### config.mk
export PLATFORM = sky130hd
export DESIGN_NAME = tx_buffer
export DESIGN_NICKNAME = d
export VERILOG_FILES = /design/src/rtl/tx_buffer.sv
export SDC_FILE = /design/constraint.sdc
export NUM_CORES = 1
export LEC_CHECK = 0
export ABC_CLOCK_PERIOD_IN_PS = 6250
export CAP_MARGIN = 10
export CORE_MARGIN = 2
export CORE_UTILIZATION = 55
export DETAILED_ROUTE_END_ITERATION = 12
export PLACE_DENSITY = 0.75
export SLEW_MARGIN = 10
export SYNTH_ARGS = -nofsm -noshare
export SYNTH_HDL_FRONTEND = slang
export SYNTH_SLANG_ARGS = --single-unit
### constraint.sdc
create_clock -name clk -period 6.25 [get_ports clk]
set_clock_uncertainty 0.2 [all_clocks]
set_input_delay 1.875 -clock clk [delete_from_list [all_inputs] [get_ports clk]]
set_output_delay 1.875 -clock clk [all_outputs]
set_load 0.01 [all_outputs]
### src/rtl/tx_buffer.sv
// Circular FIFO between the interface controller and uart_tx. Drains one byte
// per frame: 1-cycle tx_start, wait for tx_done_tick, then a guard gap.
module tx_buffer #(
   parameter int NB_DATA    = 8,
   parameter int ADDR_W     = 4,
   parameter int GAP_CYCLES = 16
) (
   input  logic               clk,
   input  logic               reset,
   input  logic               wr,
   input  logic [NB_DATA-1:0] w_data,
   input  logic               tx_done_tick,
   output logic               tx_start,
   output logic [NB_DATA-1:0] tx_data,
   output logic               full,
   output logic               empty,
   output logic [ADDR_W:0]    count,
   output logic               busy,
   output logic               overflow
);

   // state     | meaning
   // IDLE      | waiting for a buffered byte; pops it and raises tx_start
   // START     | tx_start high for this single cycle
   // WAIT_DONE | frame on the wire, tx_data held, waiting for tx_done_tick
   // GAP       | guard gap countdown before the next byte
   typedef enum logic [1:0] {IDLE, START, WAIT_DONE, GAP} state_t;

   localparam int DEPTH    = 2**ADDR_W;
   localparam int GAP_W    = (GAP_CYCLES > 1) ? $clog2(GAP_CYCLES) : 1;
   localparam int GAP_LOAD = (GAP_CYCLES > 0) ? GAP_CYCLES - 1 : 0;

   logic [NB_DATA-1:0] mem_q [DEPTH];

   state_t             state_q, state_d;
   logic [ADDR_W-1:0]  wr_ptr_q, wr_ptr_d;
   logic [ADDR_W-1:0]  rd_ptr_q, rd_ptr_d;
   logic [ADDR_W:0]    count_q, count_d;
   logic               full_q, full_d;
   logic               empty_q, empty_d;
   logic               overflow_q, overflow_d;
   logic               tx_start_q, tx_start_d;
   logic [NB_DATA-1:0] tx_data_q, tx_data_d;
   logic [GAP_W-1:0]   gap_q, gap_d;
   logic               pop;
   logic               push;

   always_comb begin
      state_d    = state_q;
      rd_ptr_d   = rd_ptr_q;
      tx_start_d = 1'b0;
      tx_data_d  = tx_data_q;
      gap_d      = gap_q;
      pop        = 1'b0;
      case (state_q)
         IDLE: begin
            if (!empty_q) begin
               pop        = 1'b1;
               tx_data_d  = mem_q[rd_ptr_q];
               rd_ptr_d   = rd_ptr_q + ADDR_W'(1);
               tx_start_d = 1'b1;
               state_d    = START;
            end
         end
         START: state_d = WAIT_DONE;
         WAIT_DONE: begin
            if (tx_done_tick) begin
               if (GAP_CYCLES == 0) begin
                  state_d = IDLE;
               end else begin
                  gap_d   = GAP_W'(GAP_LOAD);
                  state_d = GAP;
               end
            end
         end
         GAP: begin
            if (gap_q == '0) state_d = IDLE;
            else             gap_d   = gap_q - GAP_W'(1);
         end
         default: state_d = IDLE;
      endcase
   end

   // A pop in the same cycle frees a slot, so a push at full is still accepted.
   always_comb begin
      push       = wr && (!full_q || pop);
      overflow_d = overflow_q | (wr & ~push);
      wr_ptr_d   = push ? wr_ptr_q + ADDR_W'(1) : wr_ptr_q;
      count_d    = count_q;
      if (push && !pop)      count_d = count_q + (ADDR_W+1)'(1);
      else if (pop && !push) count_d = count_q - (ADDR_W+1)'(1);
      full_d     = (count_d == (ADDR_W+1)'(DEPTH));
      empty_d    = (count_d == '0);
   end

   always_ff @(posedge clk) begin
      if (push) mem_q[wr_ptr_q] <= w_data;
   end

   always_ff @(posedge clk) begin
      if (!reset) begin
         state_q    <= IDLE;
         wr_ptr_q   <= '0;
         rd_ptr_q   <= '0;
         count_q    <= '0;
         full_q     <= 1'b0;
         empty_q    <= 1'b1;
         overflow_q <= 1'b0;
         tx_start_q <= 1'b0;
         tx_data_q  <= '0;
         gap_q      <= '0;
      end else begin
         state_q    <= state_d;
         wr_ptr_q   <= wr_ptr_d;
         rd_ptr_q   <= rd_ptr_d;
         count_q    <= count_d;
         full_q     <= full_d;
         empty_q    <= empty_d;
         overflow_q <= overflow_d;
         tx_start_q <= tx_start_d;
         tx_data_q  <= tx_data_d;
         gap_q      <= gap_d;
      end
   end

   assign tx_start = tx_start_q;
   assign tx_data  = tx_data_q;
   assign full     = full_q;
   assign empty    = empty_q;
   assign count    = count_q;
   assign busy     = (state_q != IDLE);
   assign overflow = overflow_q;

endmodule
# --- Word level (Yosys, flattened, before mapping) ---
# Memory sizes are Yosys's and may differ from the RTL's. A register that Yosys moved wholly into a read port is not among the register bits.
# Cells that the tools add are included.
op_classes:
  add_sub_neg: 5
  mul: 0
  n_div: 0
  magnitude_cmp: 0
  n_eq_ne: 8
  n_shift: 0
  muxes: 13
  bitwise: 4
  n_reduce_logical: 16
op_table:
  columns: ["cell", "count"]
  rows:
  - ["$mux W5", 2]
  - ["$add A4 B1 Y4 const B", 2]
  - ["$mux W4", 2]
  - ["$ne A2 B2 Y1 const B", 4]
  - ["$pmux W2 S4", 1]
  - ["$pmux W4 S2", 1]
  - ["$mux W2", 3]
  - ["$reduce_and A3 Y1", 2]
  - ["$add A5 B1 Y5 const B", 1]
  - ["$eq A5 B5 Y1 const B", 1]
  - ["$logic_not A5 Y1", 1]
  - ["$sub A5 B1 Y5 const B", 1]
  - ["$eq A2 B2 Y1 const B", 2]
  - ["$logic_not A1 Y1", 4]
  - ["$logic_not A4 Y1", 1]
  - ["$mux W1", 4]
  - ["$reduce_bool A2 Y1", 2]
  - ["$sub A4 B1 Y4 const B", 1]
  - ["$logic_and A1 B1 Y1", 3]
  - ["$eq A2 B1 Y1 const B", 1]
  - ["$logic_not A2 Y1", 1]
  - ["$not A1 Y1", 2]
  - ["$reduce_and A2 Y1", 1]
  - ["$and A1 B1 Y1", 1]
  - ["other kinds (2)", 2]
word_totals:
  reg_bits: 23
  latch_bits: 0
  ramBits: 128
  mem_bits_ro: 0
  in_bits: 12
  out_inout_bits: 18
  word_cells: 56
  n_memories: 1
mem_list:
  columns: ["name", "words", "word_bits", "rd", "rd_clocked_by_memory_dff", "write_ports", "line_no", "text"]
  rows:
  - ["mem_q", 16, 8, 1, 1, 1, "33", "logic [NB_DATA-1:0] mem_q [DEPTH];"]

# --- Depth between registers and ports, before layout ---
# Gate-level depths: netlist of run 1.
logic_depth:
  word_depth: 9
  ltp_mapped: 8
  ltp_nobuf: 7

# --- Worst setup path before layout of run 1 ---
# No wires, ideal clock.
synth_timing:
  path_kind: "input to register"
  from: "input port wr"
  to: "memory mem_q[3][0] (enable)"
  setup_ns: 0.383
  t_arrival_ns: 3.254
  required_ns: 5.667
  setup_slack_ns: 2.413
  path_stages: 4
  path_buffers: 1
  path_cell_list: "clkbuf_1 a21boi_2 nand2_1 nor3_1"
synth_between:
  elab_chain_cells: 3
synth_rtl:
  columns: ["item", "line_no", "text"]
  rows:
  - ["start: declaration", "10", "input logic wr,"]
  - ["$logic_and A1 B1 Y1", "86", "push = wr && (!full_q || pop);"]
  - ["$mux W1", "97", "if (push) mem_q[wr_ptr_q] <= w_data;"]
  - ["$mux W1 (implied by the code)", "97", null]
  - ["end: declaration", "33", null]
# No other way between the ends.

# --- Final worst setup path of run 1 ---
layout_timing:
  from: "input port wr"
  to: "memory mem_q[3][2] (enable)"
# The elaborated chain is that of the path after synthesis.

==> results of run 1 <==
==> cell type report <==
cell class | count | area share
Sequential cell | 159 | 0.609
Clock buffer | 24 | 0.0616
Inverter | 14 | 0.00716
Timing Repair Buffer | 29 | 0.0396
Multi-Input combinational cell | 247 | 0.252
Clock inverter | 8 | 0.00614
Tap cell | 143 | 0.0244
==> flip-flops by register name (all words and copies together) (netlist names), 2 cells and up <==
register / count
count: 5
gap_q: 4
mem_q: 128
rd_ptr_q: 4
state_q: 2
tx_data: 8
wr_ptr_q: 4
==> routing by layer <==
layer,global-route usage,vias up,wire (um)
met3,0.0540,20,847
li1,-,1729,-
met4,0.0935,0,297
met2,0.351,172,6330
met5,0,-,0
met1,0.302,1879,5890
==> final timing paths <==
check | start | endpoint | slack (ps) | depth (start not counted)
max | wr | mem_q[3][2]$_DFFE_PP_ | 1910 | 4
max reg2reg | state_q[0]$_SDFFE_PN0P_ | mem_q[3][2]$_DFFE_PP_ | 2850 | 6
min reg2reg | overflow$_SDFF_PN0_ | overflow$_SDFF_PN0_ | 290 | 2
min | overflow$_SDFF_PN0_ | overflow$_SDFF_PN0_ | 290 | 2
==> metrics by stage <==
step           cells  hold WS, ps  worst slack, ps
2_1_floorplan    443          276             2410
3_3_place_gp     592          268             1640
3_5_place_dp     592          268             1500
4_1_cts          624          280             1920
5_1_grt          624          329             1730
6_report         624          286             1910
==> kinds of logic after synthesis <==
group / count (synthesis) / synth area share
flops: 159 / 0.689
simple gates: 91 / 0.0669
buf+inv: 37 / 0.0247
compound gates: 69 / 0.0761
xor+xnor: 11 / 0.0149
mux: 64 / 0.105
fa+ha+maj: 12 / 0.0232
==> worst max-delay path, delay by kind of cell <==
family | cells | cell delay [ps]
AO/OA/AOI/OAI | 1 | 470
buffers and inverters | 1 | 680
AND/OR/NAND/NOR | 2 | 1140
==> power groups by stage <==
stage / combinational, mW / sequential, mW / clock, mW
2_1_floorplan: 0.395 / 1.29 / 0
3_3_place_gp: 0.532 / 1.33 / 0
3_5_place_dp: 0.549 / 1.33 / 0
4_1_cts: 0.552 / 1.31 / 0.886
5_1_grt: 0.607 / 1.32 / 0.932
6_report: 0.553 / 1.31 / 0.879
==> placed cells by master (no fill, tap or decap), types with 2 or more instances in the layout <==
master,n
a21oi_1,12
a22oi_1,22
a311oi_1,2
a31oi_1,4
a32oi_1,8
and2_1,4
and3_1,4
clkbuf_1,7
clkbuf_16,17
clkdlybuf4s50_1,29
clkinv_1,2
clkinv_2,5
dfxtp_1,30
edfxtp_1,128
ha_1,12
inv_1,13
mux2i_1,61
mux4_2,3
nand2_1,26
nand2b_1,5
nand3_1,2
nand4_1,3
nor2_1,32
nor2b_1,3
nor3_1,7
o21ai_0,5
o22ai_1,7
xnor2_1,6
xor2_1,5
==> summary.txt, run 1 <==
Floorplan
  – Number of top-level pins: 30
  – Die footprint: 12700 um^2
  – Initial Utilization: 0.565
  – Cell Rows: 39
  – Placeable Area: 11500 um^2
  – Die Width: 113 um
  – Die span in y: 113 um

STA
  – Pins Over Slew Limit: 0
  – Setup Viol. Count Final: 0
  – Crit path time final: 4340 ps
  – Unrepaired setup endpoints after global routing: false
  – Slew @ Worst Pin: 1240 ps
  – Max Fclk: 230 MHz
  – Total Neg Setup Slack: 0 ps
  – Final Hold Viols: 0
  – Slew margin rel.: 0.169
  – Final worst path period share: 0.695

Global routing
  – First-pass GRT wire length: 20800 um
  – Vias in the first global route: 3728
  – GRT Total Usage: 0.223
  – Overflow after GRT: 0
  – Largest net degree at the start of global routing: 65
  – Initial antenna violation count: 0

Place
  – PortBufs: 29
  – RePlAce Congestion: 0.828
  – Placed Area: 6840 um^2
  – Hpwl dp: 8670 um

Synth
  – Ys async rst share: 0
  – Most used DFF post-synth: edfxtp_1
  – Syn avg cell area: 14.6 um^2
  – Register area share after synthesis: 0.689
  – YS warnings: 0
  – Synth area leader: edfxtp_1
  – Synthesized instance count: 443
  – Register bit total from synthesis: 159
  – Syn_nets: 467
  – Post-synth top cells: edfxtp_1 (128), mux2i_1 (61), nor2_1 (32)
  – Top area cells in the synthesized netlist: edfxtp_1 (59%), dfxtp_1 (9.6%), mux2i_1 (9.4%)
  – Share of the synthesized area in the top cell type: 0.594
  – Most common cell in the netlist: edfxtp_1
  – Number of synthesized flops with an enable pin: 128
  – Distinct cells, synth: 42
  – Synthesized area: 6470 um^2

Power
  – Seq pwr share: 0.478
  – Clock network fraction of total power: 0.320
  – Switching power: 0.773 mW
  – Peak VDD IR: 0.233 mV
  – Pwr dens: 374 nW/um^2
  – Pwr Total: 2.74 mW
  – Switching portion of total power: 0.282
  – P_leak: 2.33 nW
  – Int Pwr: 1.97 mW
  – Comb power frac: 0.201

Finish
  – Layout fillers: 830
  – Layout Utilization: 0.640
  – Layout Nets: 492
  – Layout area overhead: 13.3%
  – Share of cells above drive strength 1: 0.0665
  – Final instance area: 7340 um^2
  – Area occupied by multi-input gates: 1850 um^2
  – Ant. Diodes: 0
  – Storage element area: 4470 um^2

Critical path
  – CP max FO: 11
  – Arr. time, crit path: 4180 ps
  – Crit start category: input port
  – Slowest Stage Delay on Critical Path: 880 ps
  – Critical path type: in -> reg
  – CP cell instances: clkdlybuf4s50_1 > a21boi_2 > nand2_1 > nor3_1
  – Req. time, crit path: 6080 ps
  – Worst setup EP type: flop
  – CP max-delay cell: nor3_1

Clock network
  – CTS clk-pin slew, worst paths: 60 ps
  – CTS Hold Bufs: 0
  – H-tree level count: 4
  – Post-CTS setup buffers: 0
  – Post-CTS sizing: 0
  – Clock sinks: 159
  – Cts bufs inserted: 17
  – Worst skew pair latency: 420 ps
  – CTS tree: built
  – CTS root buffer: clkbuf_16
  – Max clock buf depth: 2

Route
  – Vias per cell: 6.09
  – DR vias: 3800
  – ANT nets after route: 0
  – Remaining DRCs: 0
  – DRT iter0 DRCs: 377
  – Avg WL per Cell: 21.4 um
  – WL final: 13400 um
  – First-pass DRT Iterations: 5

Run status
  – Run status: finished clean

Flow run
  – Max Cap Viol: 0

Hold path
  – Worst hold path class: reg -> reg
Note: power is estimated with default switching activity, not from simulation.
==> inputs of run 2 (changes only) <==
Settings changed: ABC_CLOCK_PERIOD_IN_PS 6250 to 3900, CORE_UTILIZATION 55 to 54, PLACE_DENSITY 0.75 to 0.76.
Clock period 6.25 ns to 3.9 ns, I/O delays scaled along.
==> summary.txt, run 2 (synthesized netlist as in run 1, its figures left out) <==
Clock network
  – CTS tree: built
  – Cts bufs inserted: 17 (unchanged)
  – CTS clk-pin slew, worst paths: 60 ps (about the same)
  – CTS Hold Bufs: 0 (unchanged)
  – Post-CTS sizing: 0 (unchanged)
  – Worst skew pair latency: 420 ps (about the same)
  – Post-CTS setup buffers: 0 (unchanged)
  – Clock sinks: 159 (unchanged)
  – H-tree level count: 4 (unchanged)
  – Max clock buf depth: 2 (unchanged)
  – CTS root buffer: clkbuf_16

STA
  – Crit path time final: 3110 ps
  – Final worst path period share: 0.797
  – Max Fclk: 322 MHz
  – Fin Hold WS: 279 ps (-6.49 ps)
  – Slew margin rel.: 0.200 (+0.0303)
  – Final Hold Viols: 0 (unchanged)
  – Setup Viol. Count Final: 0 (unchanged)
  – Total Neg Setup Slack: 0 ps (unchanged)
  – Slew @ Worst Pin: 1200 ps (-45.3 ps)
  – Pins Over Slew Limit: 0 (unchanged)
  – Unrepaired setup endpoints after global routing: false

Global routing
  – GRT Total Usage: 0.223 (-0.000282)
  – First-pass GRT wire length: 20700 um (-0.43%)
  – Overflow after GRT: 0 (unchanged)
  – Vias in the first global route: 3853 (+3.4%)
  – Largest net degree at the start of global routing: 41 (-37%)
  – Initial antenna violation count: 0 (unchanged)

Critical path
  – CP bufs+invs: 3 (+2)
  – Critical path type: reg -> out
  – Crit start category: flop
  – Req. time, crit path: 2530 ps (-3550 ps)
  – Arr. time, crit path: 1740 ps (-2440 ps)
  – Most used cell, CP: inv_1
  – Worst setup EP type: primary output
  – CP cell instances: inv_1 > ha_1 > inv_1 > clkdlybuf4s50_1
  – Family with the most delay on the worst path: buffers and inverters
  – CP max-delay cell: clkdlybuf4s50_1
  – Slowest Stage Delay on Critical Path: 520 ps (-360 ps)
  – CP max FO: 5 (-6)

Floorplan
  – Number of top-level pins: 30 (unchanged)
  – Die Width: 114 um (+0.89%)
  – Die footprint: 12900 um^2 (+1.8%)
  – Initial Utilization: 0.560 (-0.00476)
  – Die span in y: 114 um (+0.89%)
  – Cell Rows: 39 (unchanged)
  – Placeable Area: 11600 um^2 (+0.85%)

Route
  – DR vias: 3820 (+0.53%)
  – WL final: 13500 um (+1.3%)
  – Vias per cell: 5.93 (-2.6%)
  – Remaining DRCs: 0 (unchanged)
  – ANT nets after route: 0 (unchanged)
  – DRT iter0 DRCs: 351 (-6.9%)
  – Avg WL per Cell: 21.0 um (-1.8%)
  – First-pass DRT Iterations: 5 (unchanged)

Finish
  – Top reg by flops: mem_q
  – Largest register FFs: 128 (unchanged)
  – Layout fillers: 796 (-4.1%)
  – Layout Nets: 512 (+4.1%)
  – Share of cells above drive strength 1: 0.116 (+0.0492)
  – Layout area overhead: 17.5%
  – Most frequent cells in the layout: edfxtp_1 (128), mux2i_1 (61), nor2_1 (32)
  – Commonest non-fill, non-tap cell in the layout: edfxtp_1
  – Ant. Diodes: 0 (unchanged)

Place
  – RePlAce Congestion: 0.857 (+3.5%)
  – PortBufs: 29 (unchanged)
  – Hpwl dp: 8620 um (-0.48%)

Run status
  – Run status: finished clean

Power
  – Peak VDD IR: 0.343 mV (+47%)
  – Pwr dens: 617 nW/um^2 (+65%)
  – P_leak: 2.49 nW (+6.8%)

Flow run
  – Max Cap Viol: 0 (unchanged)

Hold path
  – Worst hold path class: reg -> reg
-- run 2: changes by cell type in the layout (fill, tap and decap cells not counted) --
| cell | delta |
|---|---|
| buf_4 | +20 |
| bufinv_16 | +3 |
| clkbuf_1 | -5 |
| clkbuf_16 | +1 |
| clkinv_1 | -1 |
| clkinv_2 | -3 |
| clkinv_4 | +3 |
| clkinvlp_4 | +1 |
| inv_6 | +1 |
-- run 2: final timing paths --
check / slack, ps / end / cells after the start / from
setup reg to reg: 1310 / tx_data[1]$_SDFFE_PN0P_ / 4 / rd_ptr_q[0]$_SDFFE_PN0P_
hold reg to reg: 280 / overflow$_SDFF_PN0_ / 2 / overflow$_SDFF_PN0_
setup / recovery: 790 / busy / 4 / state_q[0]$_SDFFE_PN0P_
hold / removal: 280 / overflow$_SDFF_PN0_ / 2 / overflow$_SDFF_PN0_
-- run 2: per-layer routing --
metal	track usage	routed length (um)	vias to the layer above
met4	0.0984	411	0
li1	-	-	1769
met3	0.0632	810	30
met2	0.380	6990	145
met1	0.267	5330	1876
met5	0	0	-
-- run 2: area by class of cell --
type                            count  area, um^2  area share
Clock buffer                       20         458      0.0602
Clock inverter                     12         159      0.0209
Inverter                           14        52.6     0.00691
Multi-Input combinational cell    247        1850       0.243
Sequential cell                   159        4470       0.587
Tap cell                          143         179      0.0235
Timing Repair Buffer               49         440      0.0579
-- run 2: metrics by stage --
stage / instances / power [mW] / worst slack [ps] / utilization / area [um^2]
after floorplan: 443 / 2.70 / 768 / - / 6470
after global placement: 612 / 2.99 / 649 / 0.604 / 6990
after detailed placement: 612 / 3.03 / 622 / 0.604 / 6990
after CTS: 644 / 4.71 / 776 / 0.658 / 7610
after global routing: 644 / 4.89 / 711 / 0.658 / 7610
final: 644 / 4.69 / 790 / 0.658 / 7610
-- run 2: power by group --
part / internal (mW) / switching, mW / total [mW] / leakage, nW
logic: 0.419 / 0.504 / 0.923 / 0.784
registers: 1.95 / 0.130 / 2.08 / 1.41
clock network: 1.05 / 0.647 / 1.69 / 0.296
-- run 2: tightest hold or removal path, cell delays in order, from the launching register on --
cell     delay, ps
dfxtp_1        330
a31oi_1         40
nor2_1          70
==> inputs of run 3 (changes only) <==
Settings changed: ABC_CLOCK_PERIOD_IN_PS 3900 to 2850.
Clock period 3.9 ns to 2.85 ns, I/O delays scaled along.
==> summary.txt, run 3 (synthesized netlist as in run 1, its figures left out) <==
STA
  – Slew @ Worst Pin: 736 ps (-462 ps)
  – Pins Over Slew Limit: 0 (unchanged)
  – Final worst path period share: 0.957
  – Total Neg Setup Slack: 0 ps (unchanged)
  – Unrepaired setup endpoints after global routing: false
  – Final Hold Viols: 0 (unchanged)
  – Crit path time final: 2730 ps
  – Slew margin rel.: 0.508 (+0.309)
  – Max Fclk: 367 MHz
  – Setup Viol. Count Final: 0 (unchanged)

Clock network
  – Worst skew pair latency: 430 ps (about the same)
  – CTS tree: built
  – Clock sinks: 159 (unchanged)
  – CTS root buffer: clkbuf_16
  – Post-CTS setup buffers: 0 (unchanged)
  – H-tree level count: 4 (unchanged)
  – Cts bufs inserted: 17 (unchanged)
  – CTS clk-pin slew, worst paths: 60 ps (about the same)
  – Max clock buf depth: 2 (unchanged)

Global routing
  – Vias in the first global route: 3902 (+1.3%)
  – Largest net degree at the start of global routing: 32 (-22%)
  – Met2 usage in global routing: 0.370 (-0.00918)
  – Met1 global-route usage: 0.285 (+0.0180)
  – GRT Total Usage: 0.226 (+0.00286)
  – Overflow after GRT: 0 (unchanged)
  – Initial antenna violation count: 0 (unchanged)
  – Met3 Usage GRT: 0.0579 (-0.00531)
  – First-pass GRT wire length: 21100 um (+1.8%)
  – Top Usage Layer GRT: met2

Critical path
  – Critical path type: reg -> out
  – FF-to-FF Start: state_q[0]$_SDFFE_PN0P_
  – Crit start category: flop
  – Req. time, crit path: 1800 ps (-730 ps)
  – Worst R2R Path Depth: 8 (+4)
  – FF-to-FF setup slack: 540 ps (-770 ps)
  – CP max FO: 5 (unchanged)
  – R2r endpoint: mem_q[3][2]$_DFFE_PP_
  – Slowest Stage Delay on Critical Path: 520 ps (about the same)
  – Arr. time, crit path: 1670 ps (-70 ps)
  – Most used cell, CP: inv_1
  – Worst setup EP type: primary output
  – CP max-delay cell: clkdlybuf4s50_1
  – CP cell instances: inv_1 > ha_2 > inv_1 > clkdlybuf4s50_1

Power
  – Pwr dens: 855 nW/um^2 (+39%)
  – P_leak: 2.54 nW (+1.9%)
  – Switching power: 1.76 mW (+38%)
  – Int Pwr: 4.82 mW (+41%)
  – Clock network fraction of total power: 0.371 (+0.010)
  – Seq pwr share: 0.430 (-0.012)
  – Pwr Total: 6.59 mW (+40%)
  – Peak VDD IR: 0.698 mV (+100%)
  – Switching portion of total power: 0.268 (-0.00497)
  – Comb power frac: 0.199 (+0.002)

Floorplan
  – Cell Rows: 39 (unchanged)
  – Die footprint: 12900 um^2 (unchanged)
  – Placeable Area: 11600 um^2 (unchanged)
  – Initial Utilization: 0.560 (unchanged)
  – Die Width: 114 um (unchanged)
  – Die span in y: 114 um (unchanged)
  – Number of top-level pins: 30 (unchanged)

Hold path
  – Hold worst-path end: overflow$_SDFF_PN0_
  – Hold Path Origin: overflow$_SDFF_PN0_
  – Hold path depth: 2 (unchanged)
  – Worst hold path class: reg -> reg

Route
  – ANT nets after route: 0 (unchanged)
  – WL final: 13500 um (-0.29%)
  – DRT iter0 DRCs: 359 (+2.3%)
  – Avg WL per Cell: 20.7 um (-1.7%)
  – Remaining DRCs: 0 (unchanged)
  – First-pass DRT Iterations: 5 (unchanged)
  – DR vias: 3855 (+0.92%)
  – Vias per cell: 5.90 (-0.47%)

Finish
  – Layout fillers: 787 (-1.1%)
  – Commonest non-fill, non-tap cell in the layout: edfxtp_1
  – Largest register FFs: 128 (unchanged)
  – Layout Nets: 521 (+1.8%)
  – Share of cells above drive strength 1: 0.133 (+0.0176)
  – Layout area overhead: 19.0%
  – Most frequent cells in the layout: edfxtp_1 (128), mux2i_1 (61), nor2_1 (32)
  – Ant. Diodes: 0 (unchanged)
  – Top reg by flops: mem_q

Place
  – Hpwl dp: 8850 um (+2.6%)
  – RePlAce Congestion: 0.856 (-0.12%)
  – PortBufs: 29 (unchanged)

Run status
  – Run status: finished clean

Flow run
  – Max Cap Viol: 0 (unchanged)
run 3: power by group through the flow:
stage | Clock (mW) | Combinational [mW] | Sequential, mW
finish | 2.44 | 1.31 | 2.83
global route | 2.56 | 1.45 | 2.85
CTS | 2.47 | 1.31 | 2.83
detailed placement | 0 | 1.30 | 2.88
global placement | 0 | 1.26 | 2.87
floorplan | 0 | 0.865 | 2.82
run 3: worst max path at each step:
stage / to / startpoint / slack (ps)
after global placement: mem_q[3][7]$_DFFE_PP_ / wr / 70
after global routing: busy / state_q[0]$_SDFFE_PN0P_ / 50
final: busy / state_q[0]$_SDFFE_PN0P_ / 120
after floorplan: mem_q[3][0]$_DFFE_PP_ / wr / 30
after CTS: busy / state_q[0]$_SDFFE_PN0P_ / 40
after detailed placement: mem_q[3][4]$_DFFE_PP_ / wr / 50
run 3: metal layers:
metal  vias up  part of all wire
li1       1786                 -
met1      1904              0.41
met2       145              0.51
met3        20             0.061
met4         0             0.025
met5         -                 0
run 3: area by class of cell:
| class | instances | area (um^2) | area share |
|---|---|---|---|
| Sequential cell | 159 | 4470 | 0.580 |
| Multi-Input combinational cell | 247 | 1850 | 0.241 |
| Timing Repair Buffer | 58 | 508 | 0.0659 |
| Clock buffer | 18 | 429 | 0.0557 |
| Clock inverter | 14 | 215 | 0.0279 |
| Tap cell | 143 | 179 | 0.0232 |
| Inverter | 14 | 52.6 | 0.00682 |
run 3: per-stage QoR:
step	worst slack [ps]	instances	area (um^2)	util	hold slack, ps
2_1_floorplan	32.6	443	6470	-	276
4_1_cts	40.2	653	7700	0.666	273
5_1_grt	45.7	653	7700	0.666	290
3_5_place_dp	45.3	621	7060	0.610	258
3_3_place_gp	68.7	621	7060	0.610	257
6_report	124	653	7700	0.666	267
run 3: critical path, delay by kind of cell, from the launching register on:
family / cells / cell delay, ps
fa+ha+maj: 1 / 220
buf+inv: 3 / 670
flops: 1 / 360
run 3: what timing repair did:
action / in CTS / in global routing
hold buffers: 0 / 0
resized for setup: 0 / 1
endpoints found under the setup margin: 0 / 1
==> variant 1: new RTL, settings of run 3 <==
`tx_data_q` no longer has a reset.
--- a/src/rtl/tx_buffer.sv
+++ b/src/rtl/tx_buffer.sv
@@ -107,7 +107,6 @@
          empty_q    <= 1'b1;
          overflow_q <= 1'b0;
          tx_start_q <= 1'b0;
-         tx_data_q  <= '0;
          gap_q      <= '0;
       end else begin
          state_q    <= state_d;
@@ -118,9 +117,12 @@
          empty_q    <= empty_d;
          overflow_q <= overflow_d;
          tx_start_q <= tx_start_d;
-         tx_data_q  <= tx_data_d;
          gap_q      <= gap_d;
       end
+   end
+
+   always_ff @(posedge clk) begin
+      tx_data_q <= tx_data_d;
    end
 
    assign tx_start = tx_start_q;
Formal check against the unedited RTL: differs if reset is asserted again (counterexample within 4 cycles, from zero or initial values and one cycle with reset low); with reset held inactive, the same outputs for 10 cycles.
==> variant 1 against run 3 <==
Power increased by 2.4%; setup slack improved by 9.4 ps; clock power decreased by 6%; routed wire length decreased by 8.1%; sequential cell count unchanged; cell area decreased by 0.97%; sequential share of layout area increased by 1.6 points; via count decreased by 14%; area after synthesis decreased by 0.19%; first-iteration DRC count decreased by 11%; utilization decreased by 0.65 points; largest cell class unchanged; cell count decreased by 15%.
==> variant 1: results (changes against run 3) <==
[detailed_routing]
drtPass1Iterations = 4  ; -1
drtIter0Drc = 318  ; -11%
via_per_inst = 6.03  ; +2.1%
routed_wl_um = 12400  ; -8.1%

[global_routing]
grt_pass1_wl_um = 18900  ; -10%
grt_usage_pct = 20.8  ; -1.8 points
grt_max_degree = 36  ; +13%
grt_pass1_vias = 3271  ; -16%
grt_overflow = 0  ; unchanged

[cells_and_area]
fillCellCount = 744  ; -5.5%
diodes = 0  ; unchanged
finalNonFillerCells = 552  ; -15%
drive_gt1_share_pct = 15.4  ; +2.1 points
final_nets = 422  ; -19%

[logic_synthesis]
netlist_top_cells_area = edfxtp_1, mux4_1, dfxtp_1
syn-instance-count = 341  ; -23%
synth-seq-area-share_pct = 70.3  ; +1.4 points
synth_fp_nets = 365  ; -22%
yosys-top-cells-count = edfxtp_1, mux4_1, dfxtp_1, nor2_1, nand2_1
synth_edf_count = 136  ; +6.3%

[pwr]
p_leak_nw = 2.57  ; +1.3%
vdd_drop_max_v = 0.000548  ; -22%

[place]
hpwlAfterDp_um = 7530  ; -15%
place_inst = 522  ; -16%
gp_congestion = 0.781  ; -8.7%

[outcome]
status = completed

[sta]
slew_headroom_pct = 56.1  ; +5.3 points

[critical_path]
cp_max_fo = 4  ; -1
r2r_cells = 7  ; -1

[clock_network]
clk_latency_ps = 420
cts.clk_slew.worst_paths_ps = 60  ; about the same

[variant 1: worst paths after layout]
| kind | startpoint | end | slack, ps |
|---|---|---|---|
| hold reg to reg | overflow | overflow | 290 |
| setup reg to reg | state_q[0] | mem_q[3][4] | 470 |
| hold / removal | overflow | overflow | 290 |
| setup / recovery | state_q[1] | busy | 130 |
[variant 1: cell type report]
cell class	instances	area [um^2]	area share, %
Sequential cell	159	4550	59.6
Multi-Input combinational cell	157	1790	23.5
Timing Repair Buffer	52	475	6.23
Clock buffer	17	425	5.58
Tap cell	143	179	2.35
Clock inverter	13	171	2.25
Inverter	11	41.3	0.541
[variant 1: report_power, final]
group	total (W)	leakage (nW)	switching (W)	internal, W
logic	0.00160	0.868	0.000788	0.000815
registers	0.00284	1.42	0.000109	0.00273
clock network	0.00230	0.283	0.000855	0.00144
total	0.00674	2.57	0.00175	0.00499
[variant 1: worst max-delay path: cells and delay by family, from the launching register on]
kind	cells	cell delay (ps)
fa+ha+maj	1	200
flops	1	370
buf+inv	3	670
[variant 1: cell families (layout without fill, tap and decap cells)]
| kind of cell | after synthesis | count (layout) | share of synthesized area, % |
|---|---|---|---|
| multiplexers | 43 | 43 | 16.1 |
| AND/OR/NAND/NOR | 72 | 72 | 5.56 |
| AO/OA/AOI/OAI | 20 | 20 | 2.30 |
| XOR/XNOR | 10 | 10 | 1.36 |
| buffers and inverters | 25 | 93 | 1.99 |
| adder cells (fa/ha/maj) | 12 | 12 | 2.32 |
| flip-flops | 159 | 159 | 70.3 |
[variant 1: timing repair]
action                                  4_1_cts  5_1_grt
resized for setup                             0        1
hold buffers                                  0        0
endpoints found under the setup margin        0        1
[variant 1: metal layers]
layer	routed length, um	global-route usage [%]
met5	0	0
met2	6300	33.7
met4	129	6.02
met3	830	6.11
met1	5150	28.1
[variant 1: through the flow]
stage                     instance area, um^2  hold slack (ps)  total power, W  worst slack (ps)
after global placement                   7030              276         0.00442               155
final                                    7630              288         0.00674               133
after CTS                                7630              292         0.00678              61.3
after floorplan                          6460              289         0.00396               341
after detailed placement                 7030              275         0.00448              74.4
after global routing                     7630              331         0.00701              53.6
==> variant 2: new RTL, flow settings as in run 3 <==
Without the edit above. `ADDR_W`: 4 -> 5.
--- a/src/rtl/tx_buffer.sv
+++ b/src/rtl/tx_buffer.sv
@@ -2,7 +2,7 @@
 // per frame: 1-cycle tx_start, wait for tx_done_tick, then a guard gap.
 module tx_buffer #(
    parameter int NB_DATA    = 8,
-   parameter int ADDR_W     = 4,
+   parameter int ADDR_W     = 5,
    parameter int GAP_CYCLES = 16
 ) (
    input  logic               clk,
Interface: changed (resized count); port bits go from 30 to 31. No check against the original RTL was run, so the function may have changed too.
==> variant 2 against run 3 <==
Die area increased by 74%; sequential cell count is 131 higher; routed wire length is 80% higher; maximum frequency rose by 1.7%; sequential power grew 76%; cell count grew 58%; highest routed layer unchanged; cell area increased by 75%; power up 70%; critical endpoint is now tx_data[1]; setup slack improved by 47 ps; area after synthesis is 78% higher; via count increased by 64%.
==> variant 2: results (changes against run 3) <==
[outcome]
status = completed

[logic_synthesis]
synthMuxAreaShare_pct = 12.5  ; +2.0 points
yosys-top-cells-count = edfxtp_1, nor2_1, mux4_2, dfxtp_1, mux2i_1
yosys_warnings = 0  ; unchanged
synth_edf_count = 256  ; +100%
synth_fp_nets = 664  ; +42%
async_flop_share_pct = 0  ; unchanged
synth_compound_area_share_pct = 5.77  ; -1.8 points
netlist_top_cells_area = edfxtp_1, mux4_2, dfxtp_1
synth_xor_area_share_pct = 0.990  ; -0.50 points
syn-instance-count = 640  ; +44%
synth_cell_types = 51  ; +21%
synth_adder_area_share_pct = 1.31  ; -1.0 points
synth-seq-area-share_pct = 72.8  ; +3.8 points

[global_routing]
grt_pass1_vias = 6418  ; +64%
antenna_found_initial = 0  ; unchanged
grt_usage_pct = 22.3  ; -0.30 points
grt_max_degree = 40  ; +25%
grt_pass1_wl_um = 37500  ; +78%

[cells_and_area]
largest_reg_flops = 256  ; +100%
diodes = 0  ; unchanged
drive_gt1_share_pct = 22.6  ; +9.3 points
final_nets = 761  ; +46%

[critical_path]
cpMaxStageDelayCell = a2111oi_2
critPathTopFamily = compound AO/OA/AOI/OAI gates
arrival_ps = 2910  ; +1240 ps
max_stage_delay_ps = 630  ; +110 ps
cp_max_fo = 15  ; +10

[clock_network]
cts_root_buffer = clkbuf_16
clk_latency_ps = 530  ; +100 ps
htreeDepth = 1  ; -3
numCtsBuffers = 28  ; +11
cts.clk_slew.worst_paths_ps = 60  ; about the same
clock_path_buffers = 3  ; +1

[detailed_routing]
drtIter0Drc = 572  ; +59%
dr_total_vias = 6319  ; +64%
wl_per_cell_um = 23.5  ; +14%
routed_wl_um = 24300  ; +80%

[pwr]
p_leak_nw = 4.45  ; +75%
vdd_drop_max_v = 0.000397  ; -43%

[place]
dp_slack_ps = -92.2  ; -137 ps
gp_congestion = 0.814  ; -4.8%
place_inst = 982  ; +58%
port_buffers = 30  ; +3.4%
hpwlAfterDp_um = 15100  ; +71%

[sta]
worst_slew_pin_slew_ps = 923  ; +186 ps

variant 2: cell types whose count changed after synthesis, moves of 7 or more:
cell / before / now
buf_2: 11 / 4
nand2_1: 26 / 13
a21oi_1: 12 / 19
a22oi_1: 22 / 10
a32oi_1: 8 / 0
mux2i_1: 61 / 32
edfxtp_1: 128 / 256
clkbuf_1: 11 / 20
a22o_1: 1 / 14
o221ai_1: 0 / 8
mux4_2: 3 / 45
nor2_1: 32 / 63
variant 2: stage by stage:
stage               area (um^2)  hold WS (ps)  util [%]
finish                    13500           278      64.4
global route              13500           305      64.4
CTS                       13500           282      64.3
detailed placement        12500           269      59.7
global placement          12500           254      59.7
floorplan                 11500           289         -
variant 2: repair_timing:
action / CTS / global route
cloned: 0 / 0
setup buffers: 0 / 0
endpoints found under the setup margin: 1 / 2
resized for setup: 3 / 2
variant 2: logic make-up after synthesis:
family                   Yosys count
flip-flops                       290
AO/OA/AOI/OAI                     85
multiplexers                      81
AND/OR/NAND/NOR                  115
buffers and inverters             44
adder cells (fa/ha/maj)           12
XOR/XNOR                          13
variant 2: area by class of cell:
type,count,area [um^2]
Multi-Input combinational cell,306,2920
Timing Repair Buffer,99,846
Clock buffer,31,733
Tap cell,275,344
Sequential cell,290,8370
Fill cell,1406,7470
Clock inverter,19,229
Inverter,12,45.0
variant 2: tightest hold or removal path: stages (launching register included):
cell     delay [ps]
dfxtp_1         330
a31oi_1          40
nor2_1           70
variant 2: routing by layer:
metal / vias up / track usage [%] / routed length, um
met5: - / 0 / 0
met3: 62 / 3.32 / 1510
met2: 277 / 36.6 / 12000
met4: 0 / 9.29 / 901
li1: 2770 / - / -
met1: 3210 / 30.2 / 9810
variant 2: power breakdown:
| group | leakage, nW | internal (W) | switching (W) |
|---|---|---|---|
| clock | 0.471 | 0.00230 | 0.00151 |
| combinational | 1.39 | 0.00118 | 0.00118 |
| sequential | 2.59 | 0.00479 | 0.000202 |
| total | 4.45 | 0.00827 | 0.00290 |
variant 2: path summary, 6_finish.rpt:
path	start	end	slack (ps)	cells after the start
worst min register to register	overflow	overflow	280	2
worst min-delay path	overflow	overflow	280	2
worst max-delay path	rd_ptr_q[1]	tx_data[1]	170	5
worst max register to register	rd_ptr_q[1]	tx_data[1]	170	5
